$ cat src/rtl/circle_point_gen.sv
`timescale 1ns/1ps
`default_nettype none
// ============================================================================
// Module      : circle_point_gen
// Description : Streams, in raster order, every grid point the laser datapath
//               classifies as inside the circle around a given center.
// Revision    : 1.0 - initial release
// ============================================================================
module circle_point_gen #(
    parameter int COORD_W = 4
) (
    input  logic               clk,
    input  logic               rst_n,
    input  logic               start,
    input  logic [COORD_W-1:0] cx,
    input  logic [COORD_W-1:0] cy,
    output logic               busy,
    output logic               out_valid,
    input  logic               out_ready,
    output logic [COORD_W-1:0] out_x,
    output logic [COORD_W-1:0] out_y,
    output logic               done,
    output logic [5:0]         pt_count
);

    localparam int CAND_W = COORD_W + 2;

    localparam logic [1:0] S_IDLE  = 2'd0;
    localparam logic [1:0] S_SCAN  = 2'd1;
    localparam logic [1:0] S_DRAIN = 2'd2;
    localparam logic [1:0] S_DONE  = 2'd3;

    localparam logic signed [3:0] OFS_MIN = -4'sd4;
    localparam logic signed [3:0] OFS_MAX = 4'sd4;

    logic [1:0]               r_state;
    logic [COORD_W-1:0]       r_cx;
    logic [COORD_W-1:0]       r_cy;
    logic signed [3:0]        r_ox;
    logic signed [3:0]        r_oy;
    logic                     r_busy;
    logic                     r_out_valid;
    logic [COORD_W-1:0]       r_out_x;
    logic [COORD_W-1:0]       r_out_y;
    logic                     r_done;
    logic [5:0]               r_pt_count;

    logic signed [3:0]        w_neg_ox;
    logic signed [3:0]        w_neg_oy;
    logic [2:0]               w_ax;
    logic [2:0]               w_ay;
    logic [3:0]               w_sum;
    logic                     w_rule;
    logic signed [CAND_W-1:0] w_cand_x;
    logic signed [CAND_W-1:0] w_cand_y;
    logic                     w_in_grid;
    logic                     w_emit;
    logic                     w_slot_free;
    logic                     w_last;

    assign w_neg_ox = -r_ox;
    assign w_neg_oy = -r_oy;
    assign w_ax     = r_ox[3] ? w_neg_ox[2:0] : r_ox[2:0];
    assign w_ay     = r_oy[3] ? w_neg_oy[2:0] : r_oy[2:0];
    assign w_sum    = {1'b0, w_ax} + {1'b0, w_ay};

    // Diamond of radius 4 plus the eight knight-like (2,3)/(3,2) corners.
    assign w_rule = (w_sum <= 4'd4)
                 || (w_ax == 3'd2 && w_ay == 3'd3)
                 || (w_ax == 3'd3 && w_ay == 3'd2);

    assign w_cand_x = $signed({2'b00, r_cx}) + $signed({{(CAND_W-4){r_ox[3]}}, r_ox});
    assign w_cand_y = $signed({2'b00, r_cy}) + $signed({{(CAND_W-4){r_oy[3]}}, r_oy});

    // Negative or past-the-edge results both show up in the two guard bits.
    assign w_in_grid = (w_cand_x[CAND_W-1:COORD_W] == 2'b00)
                    && (w_cand_y[CAND_W-1:COORD_W] == 2'b00);

    assign w_emit      = w_rule && w_in_grid;
    assign w_slot_free = !r_out_valid || out_ready;
    assign w_last      = (r_ox == OFS_MAX) && (r_oy == OFS_MAX);

    always_ff @(posedge clk or negedge rst_n) begin
        if (!rst_n) begin
            r_state     <= S_IDLE;
            r_cx        <= '0;
            r_cy        <= '0;
            r_ox        <= OFS_MIN;
            r_oy        <= OFS_MIN;
            r_busy      <= 1'b0;
            r_out_valid <= 1'b0;
            r_out_x     <= '0;
            r_out_y     <= '0;
            r_done      <= 1'b0;
            r_pt_count  <= '0;
        end else begin
            case (r_state)
                S_IDLE: begin
                    r_done <= 1'b0;
                    if (start) begin
                        r_cx       <= cx;
                        r_cy       <= cy;
                        r_ox       <= OFS_MIN;
                        r_oy       <= OFS_MIN;
                        r_pt_count <= '0;
                        r_busy     <= 1'b1;
                        r_state    <= S_SCAN;
                    end
                end
                S_SCAN: begin
                    if (w_slot_free) begin
                        if (w_emit) begin
                            r_out_x     <= w_cand_x[COORD_W-1:0];
                            r_out_y     <= w_cand_y[COORD_W-1:0];
                            r_out_valid <= 1'b1;
                            r_pt_count  <= r_pt_count + 6'd1;
                        end else begin
                            r_out_valid <= 1'b0;
                        end
                        if (w_last) begin
                            r_state <= S_DRAIN;
                        end else if (r_ox == OFS_MAX) begin
                            r_ox <= OFS_MIN;
                            r_oy <= r_oy + 4'sd1;
                        end else begin
                            r_ox <= r_ox + 4'sd1;
                        end
                    end
                end
                S_DRAIN: begin
                    if (w_slot_free) begin
                        r_out_valid <= 1'b0;
                        r_done      <= 1'b1;
                        r_state     <= S_DONE;
                    end
                end
                S_DONE: begin
                    r_done  <= 1'b0;
                    r_busy  <= 1'b0;
                    r_state <= S_IDLE;
                end
                default: begin
                    r_state <= S_IDLE;
                end
            endcase
        end
    end

    assign busy      = r_busy;
    assign out_valid = r_out_valid;
    assign out_x     = r_out_x;
    assign out_y     = r_out_y;
    assign done      = r_done;
    assign pt_count  = r_pt_count;

endmodule
`default_nettype wire
$ cat config.mk
export PLATFORM = sky130hd
export DESIGN_NAME = circle_point_gen
export DESIGN_NICKNAME = d
export VERILOG_FILES = /design/src/rtl/circle_point_gen.sv
export SDC_FILE = /design/constraint.sdc
export NUM_CORES = 1
export LEC_CHECK = 0
export CELL_PAD_IN_SITES_DETAIL_PLACEMENT = 0
export CELL_PAD_IN_SITES_GLOBAL_PLACEMENT = 1
export CORE_MARGIN = 1.5
export CORE_UTILIZATION = 25
export DETAILED_ROUTE_END_ITERATION = 12
export PLACE_DENSITY_LB_ADDON = 0.08
export SKIP_CTS_REPAIR_TIMING = 1
export SYNTH_ARGS = -nofsm -noshare
export SYNTH_HDL_FRONTEND = slang
export SYNTH_SLANG_ARGS = --single-unit
export TNS_END_PERCENT = 20
$ cat constraint.sdc
create_clock -name clk -period 4.3 [get_ports clk]
set_clock_uncertainty 0.1 [all_clocks]
set_input_delay 0.43 -clock clk [delete_from_list [all_inputs] [get_ports clk]]
set_output_delay 0.43 -clock clk [all_outputs]
set_load 0.1 [all_outputs]
Word-level counts from Yosys, hierarchy flattened
Cells that the tools add are included.
{ "classes": {"reduce_logical": 26, "mux": 28, "eq_ne": 16, "n_addsub": 8, "n_lt_le_gt_ge": 1} }
{ "op_table": {"columns": ["cell", "count"], "rows": [
  ["4-bit 2-to-1 mux", 7],
  ["6-bit 2-to-1 mux", 3],
  ["4-bit one-hot mux with 2 select lines", 2],
  ["2-bit inequality test (second input constant)", 7],
  ["5-bit by 4-bit adder with 6-bit output", 2],
  ["3-bit by 2-bit equality test with 1-bit output (second input constant)", 4],
  ["6-bit one-hot mux with 2 select lines", 1],
  ["4-bit AND reduction", 3],
  ["4-bit by 2-bit adder with 4-bit output (second input constant)", 2],
  ["4-bit equality test (second input constant)", 2],
  ["2-bit 2-to-1 mux", 4],
  ["2-bit one-hot mux with 4 select lines", 1],
  ["2-bit nonzero test", 4],
  ["6-bit by 1-bit adder with 6-bit output (second input constant)", 1],
  ["2-bit logical NOT", 3],
  ["3-bit 2-to-1 mux", 2],
  ["3-bit negator", 2],
  ["1-bit one-hot mux with 2 select lines", 3],
  ["2-bit AND reduction", 3],
  ["3-bit AND reduction", 2],
  ["1-bit logical AND", 5],
  ["1-bit 2-to-1 mux", 5],
  ["5-bit AND reduction", 1],
  ["3-bit by 3-bit adder with 4-bit output", 1],
  ["6 further kinds", 9]
]} }
{ "word_totals": {"in_bits": 12, "register_bits": 35, "out_inout_bits": 17} }

Logic depth before layout (Yosys ltp)
Gate-level depths: netlist (run 1).
{ "logic_depth": {"word_depth": 10, "mapped_depth": 12, "depth_no_buf": 12} }

Least setup slack after synthesis (run 1)
OpenSTA, ideal clock, no wires.
{ "synth_path": {"path_kind": "register to register", "start": "register r_ox[0]", "end": "register r_out_x[0] (netlist: out_x[0])", "period_less_slack_ps": 2975, "arrival_time_ps": 2747, "path_buffers": 0, "setup_time_ps": 128, "required_ps": 4072, "stages_incl_launch_ff": 13, "slack_ps": 1325, "path_cell_list": "dfrtp_1 > inv_1 > ha_1 > nand2_1 > nand2_1 > inv_1 > fa_1 > nor2b_1 > o221ai_1 > o41a_1 > a211o_4 > nor2_8 > mux2_1"} }
{ "synth_via": {"elab_chain_len": 8, "elab_cells_between_ends": 15, "classes_between": "add/sub: 3; order compare: 1; eq/ne: 2; mux: 1; reduce/logical: 8"} }
{ "synth_rtl": {"columns": ["item", "line", "rtl"], "rows": [
  ["start: declaration", "39", "logic signed [3:0] r_ox;"],
  ["start signal: assignment", "126", "r_ox <= r_ox + 4'sd1;"],
  ["3-bit negator", "61", "assign w_neg_ox = -r_ox;"],
  ["3-bit 2-to-1 mux", "63", "assign w_ax = r_ox[3] ? w_neg_ox[2:0] : r_ox[2:0];"],
  ["3-bit by 3-bit adder with 4-bit output or 3-bit by 2-bit equality test with 1-bit output (tied branches)", "65, 69", null],
  ["4-bit by 3-bit <= comparator with 1-bit output or 1-bit logical AND (tied branches)", "68, 69", null],
  ["1-bit logical OR", "69", "|| (w_ax == 3'd2 && w_ay == 3'd3)"],
  ["1-bit logical OR", "70", "|| (w_ax == 3'd3 && w_ay == 3'd2);"],
  ["1-bit logical AND", "79", "assign w_emit = w_rule && w_in_grid;"],
  ["3-bit AND reduction (no source line)", null, null],
  ["end signal: assignment", "113", "r_out_x <= w_cand_x[COORD_W-1:0];"],
  ["end: declaration", "43", "logic [COORD_W-1:0] r_out_x;"]
]} }
Several ways; a longest one is shown, not always the timed one.
A chain may end at the register's enable or synchronous reset.

Worst setup path after layout (run 1)
{ "layout_path": {"start": "register r_ox[0]", "end": "register r_out_y[0] (netlist: out_y[0])"} }
{ "layout_via": {"elab_chain_len": 8, "elab_cells_between_ends": 15, "classes_between": "add/sub: 3; order compare: 1; eq/ne: 2; mux: 1; reduce/logical: 8"} }
{ "layout_rtl": {"columns": ["item", "line", "rtl"], "rows": [
  ["3-bit negator", "61", null],
  ["3-bit 2-to-1 mux", "63", null],
  ["3-bit by 3-bit adder with 4-bit output or 3-bit by 2-bit equality test with 1-bit output (tied branches)", "65, 69", null],
  ["4-bit by 3-bit <= comparator with 1-bit output or 1-bit logical AND (tied branches)", "68, 69", null],
  ["1-bit logical OR", "69", null],
  ["1-bit logical OR", "70", null],
  ["1-bit logical AND (*)", "79", null],
  ["3-bit AND reduction (no source line) (*)", null, null],
  ["end signal: assignment", "114", "r_out_y <= w_cand_y[COORD_W-1:0];"],
  ["end: declaration", "44", "logic [COORD_W-1:0] r_out_y;"]
]} }
Every way passes the cells marked *; elsewhere a longest branch is shown, timed or not.

==> results_dict.tcl, run 1 <==
set metrics [dict create \
    outcome "complete, no violations" \
    synthArstFlopShare_pct 100 \
    num-fill-cells 966 \
    crit_type "reg2reg" \
    track_usage_pct 12.4 \
    die_w_um 100 \
    synth_top_cell_area_share_pct 32.7 \
    hp-class "in2async" \
    path_delay_family "adder cells" \
    cts_tree "yes" \
    antenna_cells 0 \
    drc 0 \
    gp_congestion 0.708 \
    grt_max_degree 36 \
    ios 29 \
    grt_setup_unrepaired "false" \
    setup_viol 0 \
    yosys_warnings 0 \
    mappedNetlistNets 275 \
    synth_commonest_cells "dfrtp_1 (31), nand2_1 (26), inv_1 (24)" \
    routed_wl_um 5700 \
    synth_seq_cells 35 \
    antenna_left 0 \
    grt_pass1_vias 1856 \
    ys_types 49 \
    ys_seq_area_share_pct 37.2 \
    die_h_um 100 \
    synth_area_sq_um 2370 \
    grt-ovfl-total 0 \
    fin_nets 304 \
    vias 1760 \
    timing_hold_violations_final 0 \
    worstMarginPinSlew_ns 0.971 \
    arrival_ns 3.37 \
    drive_above_1_share_pct 10.1 \
    drv_cap 0 \
    dieArea_sq_um 10100 \
    synth-edff-count 0 \
    relSlewSlack_pct 35.1 \
    cp_slowest_cell "fa_1" \
    drtPass1Iterations 6 \
    period_share_pct 76.7 \
    worstPathCellList "inv_1 -> ha_1 -> nand2_1 -> nand2_1 -> inv_1 -> fa_1 -> nor2b_1 -> o221ai_1 -> o41a_1 -> a211o_4 -> nor2_8 -> mux2_1" \
    cts_buffers 5 \
    clockRootBuffer "clkbuf_8" \
    synthTopCellsByArea "dfrtp_1 (33%), ha_1 (12%), dfstp_2 (4.4%), nand2_1 (4.1%), inv_1 (3.8%)" \
    fin_crit_ns 3.30 \
    worstPathRequired_ns 4.37 \
    synthCells 237 \
    synth_top_area_cell "dfrtp_1" \
    synthFlopType "dfrtp_1" \
    slew_violations 0 \
    rows 35 \
    grt_pass1_wl_um 9640 \
    max_stage_delay_ns 0.53 \
    clk_latency_ns 0.29 \
    syn_area_per_cell_sq_um 10.0 \
    viasPerCell 4.66 \
    dp_hpwl_um 4170 \
    crit_buf_inv 2 \
    cp-start-kind "register" \
    htree_levels 2 \
    path_max_fanout 8 \
    initial_core_util_pct 25.8 \
    clock_sinks 35 \
    crit_path_end_kind "register" \
    antenna_found_initial 0 \
    yosys.cell_count.top_type "dfrtp_1" \
    io_buffer_count 28 \
    timing.fmax_mhz 303 \
    wl_per_cell_um 15.1 \
    syn2layout_area_growth_pct 22.0 \
    cts_buffer_depth 2 \
    timing.setup.tns_ns 0 \
    core-area_sq_um 9200 \
    drt-initial-drc-count 42 \
    clkSlewWorstSetupHoldPaths_ns 0.08 \
]
stage by stage:
step	cell area [sq um]	util, %	hold slack, ns	worst slack (ns)	instances
after floorplan	2370	-	0.0344	1.32	237
final	2890	31.4	0.159	1.00	378
after CTS	2890	31.4	0.201	0.962	378
after global placement	2750	29.9	0.371	1.05	370
after detailed placement	2750	29.9	0.379	0.956	370
after global routing	2890	31.4	0.217	0.673	378
cells by family (layout without fill, tap and decap cells):
family / after synthesis / count (layout) / share of synthesized area, %
AND/OR/NAND/NOR: 66 / 66 / 14.8
buffers and inverters: 30 / 60 / 5.07
AO/OA/AOI/OAI: 52 / 52 / 16.2
adder cells (fa/ha/maj): 26 / 26 / 14.7
XOR/XNOR: 9 / 9 / 3.33
flip-flops: 35 / 35 / 37.2
multiplexers: 19 / 19 / 8.71
routing by layer:
metal  share of wire [%]  track usage, %  routed length [um]  up-vias
met1                  48            16.2                2760      837
met3                 3.3            2.58                 189        2
met5                   0               0                   0        -
met2                  48            20.8                2710       29
met4                0.70            3.25                  40        0
li1                    -               -                   -      892
layout make-up:
type                            instances  area (sq um)  share of cell area (%)
Clock buffer                            5          68.8                    2.38
Clock inverter                          3          67.6                    2.34
Inverter                               24          90.1                    3.12
Multi-Input combinational cell        172          1370                    47.4
Sequential cell                        35           881                    30.5
Tap cell                              111           139                    4.81
Timing Repair Buffer                   28           275                    9.52
worst reg2reg max path, stage by stage (launching register included):
cell      delay, ns
dfrtp_1        0.48
inv_1          0.11
ha_1           0.35
nand2_1        0.07
nand2_1        0.11
inv_1          0.07
fa_1           0.53
nor2b_1        0.14
o221ai_1       0.14
o41a_1         0.17
a211o_4        0.35
nor2_8         0.23
mux2_1         0.35
sequential cells by signal, summed over array words and instances, names as in the netlist:
register,count
busy,1
r_cx,4
out_valid,1
pt_count,6
r_cy,4
out_y,4
out_x,4
done,1
r_oy,4
r_state,2
r_ox,4
path summary, 6_finish.rpt:
kind	startpoint	endpoint	slack [ns]	cells past startpoint
hold reg to reg	out_x[2]	out_x[2]	0.39	1
min in group clk	out_x[2]	out_x[2]	0.39	1
hold / removal	rst_n	out_x[1]	0.16	1
setup reg to reg	r_ox[0]	out_y[0]	1.00	12
setup / recovery	r_ox[0]	out_y[0]	1.00	12
max in group asynchronous	rst_n	out_valid	3.39	1
layout by cell type, fill, tap and decap left out, drive strengths merged, types with 2 or more instances in the layout:
cell type	n
mux2i	6
nor3	3
bufinv	2
dfstp	4
xnor2	6
nand4b	2
nand2	26
dfrtp	31
a21o	3
clkdlybuf4s50	27
nand3b	3
o31ai	2
inv	24
nand2b	7
o221ai	3
a211oi	2
nor2	3
nor2b	4
and3	3
fa	3
xor2	3
and2	3
o32a	2
a21oi	10
o21ai	14
nand3	8
ha	23
clkbuf	5
o211a	2
nand4	2
a211o	4
mux2	13
Power of run 1 is not shown: default switching activity piles up to over one toggle a cycle in this logic, so the estimate is an artifact.
==> run 2: changes to the inputs <==
==> constraint.sdc (replaced) <==
create_clock -name clk -period 2.8 [get_ports clk]
set_clock_uncertainty 0.1 [all_clocks]
set_input_delay 0.28 -clock clk [delete_from_list [all_inputs] [get_ports clk]]
set_output_delay 0.28 -clock clk [all_outputs]
set_load 0.1 [all_outputs]
==> run 2 against run 1 <==
The run now ends with negative hold slack, negative setup slack left. Critical path depth is 3 lower. Setup slack worse by 1.1 ns. Via count is 7.3% higher. Count of clock-buffer cells in the layout is 3 higher. Hold slack worse by 0.17 ns. Die area stayed put. Largest cell class unchanged.
==> results_dict.tcl, run 2 (same netlist as run 1, synthesis figures left out) <==
set metrics [dict create \
    clkSlewWorstSetupHoldPaths_ns 0.08 \
    slew_violations 0 \
    worst_hold_slack_ns -0.00950 \
    outcome "finished, violations left" \
    clockRootBuffer "clkbuf_8" \
    antenna_left 0 \
    dieArea_sq_um 10100 \
    relSlewSlack_pct 43.5 \
    grt_max_degree 36 \
    ios 29 \
    routed_wl_um 6030 \
    drive_above_1_share_pct 35.1 \
    cts_buffer_depth 2 \
    max_stage_delay_ns 0.40 \
    cts_tree "yes" \
    antenna_cells 0 \
    cts_buffers 5 \
    fin_ws_ns -0.133 \
    grt_pass1_wl_um 9500 \
    drtPass1Iterations 4 \
    track_usage_pct 12.5 \
    crit_buf_inv 1 \
    violations "negative hold slack, negative setup slack" \
    antenna_found_initial 0 \
    viasPerCell 4.54 \
    arrival_ns 3.02 \
    fin_crit_ns 2.93 \
    rows 35 \
    crit_type "reg2reg" \
    wl_per_cell_um 14.5 \
    drt-initial-drc-count 35 \
    pre_cts_slack_ns -0.151 \
    syn2layout_area_growth_pct 37.6 \
    path_max_fanout 7 \
    cp_slowest_cell "a211o_4" \
    gp_congestion 0.759 \
    timing.fmax_mhz 341 \
    dp_hpwl_um 4410 \
    initial_core_util_pct 25.8 \
    drc 0 \
    period_share_pct 105 \
    dpl.cell_count 404 \
    cp-start-kind "register" \
    final_area_sq_um 3260 \
    setup_viol 13 \
    die_h_um 100 \
    post_dp_cell_area_sq_um 3010 \
    clk_latency_ns 0.30 \
    final_cell_mix "buf_4 (53), dfrtp_1 (31), nand2_1 (24)" \
    worstPathCellList "ha_2 -> inv_2 -> fa_2 -> nand2b_4 -> a2111o_1 -> o32a_4 -> a211o_4 -> nor2_8 -> mux2_4" \
    num-fill-cells 963 \
    grt-ovfl-total 0 \
    core-area_sq_um 9200 \
    path_delay_family "compound AO/OA/AOI/OAI gates" \
    hp-class "in2async" \
    htree_levels 2 \
    worstPathRequired_ns 2.88 \
    largest_register_ffs 6 \
    vias 1888 \
    drv_cap 0 \
    grt_setup_unrepaired "true" \
    die_w_um 100 \
    fin_nets 342 \
    fin_cells 416 \
    grt_pass1_vias 1881 \
    crit_path_end_kind "register" \
    io_buffer_count 28 \
    clock_sinks 35 \
    worstMarginPinSlew_ns 0.848 \
    final_common_cell "buf_4" \
    timing_hold_violations_final 30 \
]
[run 2: cell types whose count changed in the layout (fill, tap and decap cells not counted), sizes merged]
cell	delta
buf	+55
clkdlybuf4s50	-17
clkbuf	+3
bufinv	-2
clkinvlp	-1
[run 2: final cells by class]
cell class	instances	area, sq um	share of cell area, %
tap	111	139	4.26
multi-input combinational	172	1530	46.8
timing repair buffer	66	526	16.1
clock buffer	8	100	3.07
sequential	35	881	27.0
inverter	24	90.1	2.76
[run 2: worst register-to-register path: cells and delay by family (launching register included)]
family          cells  cell delay (ns)
buf+inv             1             0.04
compound gates      3             1.06
fa+ha+maj           2             0.54
simple gates        2             0.37
flops               1             0.39
mux                 1             0.32
[run 2: path summary, 6_finish.rpt]
check                           cells past startpoint    start  slack (ns)     endpoint
worst max-delay path                                9  r_ox[0]       -0.13     out_y[2]
worst min-delay path                                1    rst_n      -0.009      r_cy[0]
worst max register to register                      9  r_ox[0]       -0.13     out_y[2]
worst min register to register                      2     busy        0.42         busy
max in group asynchronous                           1    rst_n        2.08  pt_count[2]
min in group clk                                    2     busy        0.42         busy
[run 2: through the flow]
step	hold slack, ns	utilization (%)	TNS (ns)
2_1_floorplan	-0.116	-	-0.364
3_3_place_gp	0.353	32.8	-1.26
3_5_place_dp	0.356	32.8	-1.30
4_1_cts	0.0322	33.9	-1.67
5_1_grt	0.0705	35.5	-2.94
6_report	-0.00950	35.5	-1.03
[run 2: per-layer routing]
| layer | part of all wire [%] | wire length, um | up-vias | track usage, % |
|---|---|---|---|---|
| met1 | 48 | 2910 | 883 | 15.7 |
| met2 | 48 | 2860 | 27 | 21.2 |
| met3 | 2.9 | 175 | 8 | 2.92 |
| met4 | 1.3 | 79 | 0 | 3.90 |
| met5 | 0 | 0 | - | 0 |
| li1 | - | - | 970 | - |
Power of run 2 is left out for the same reason.
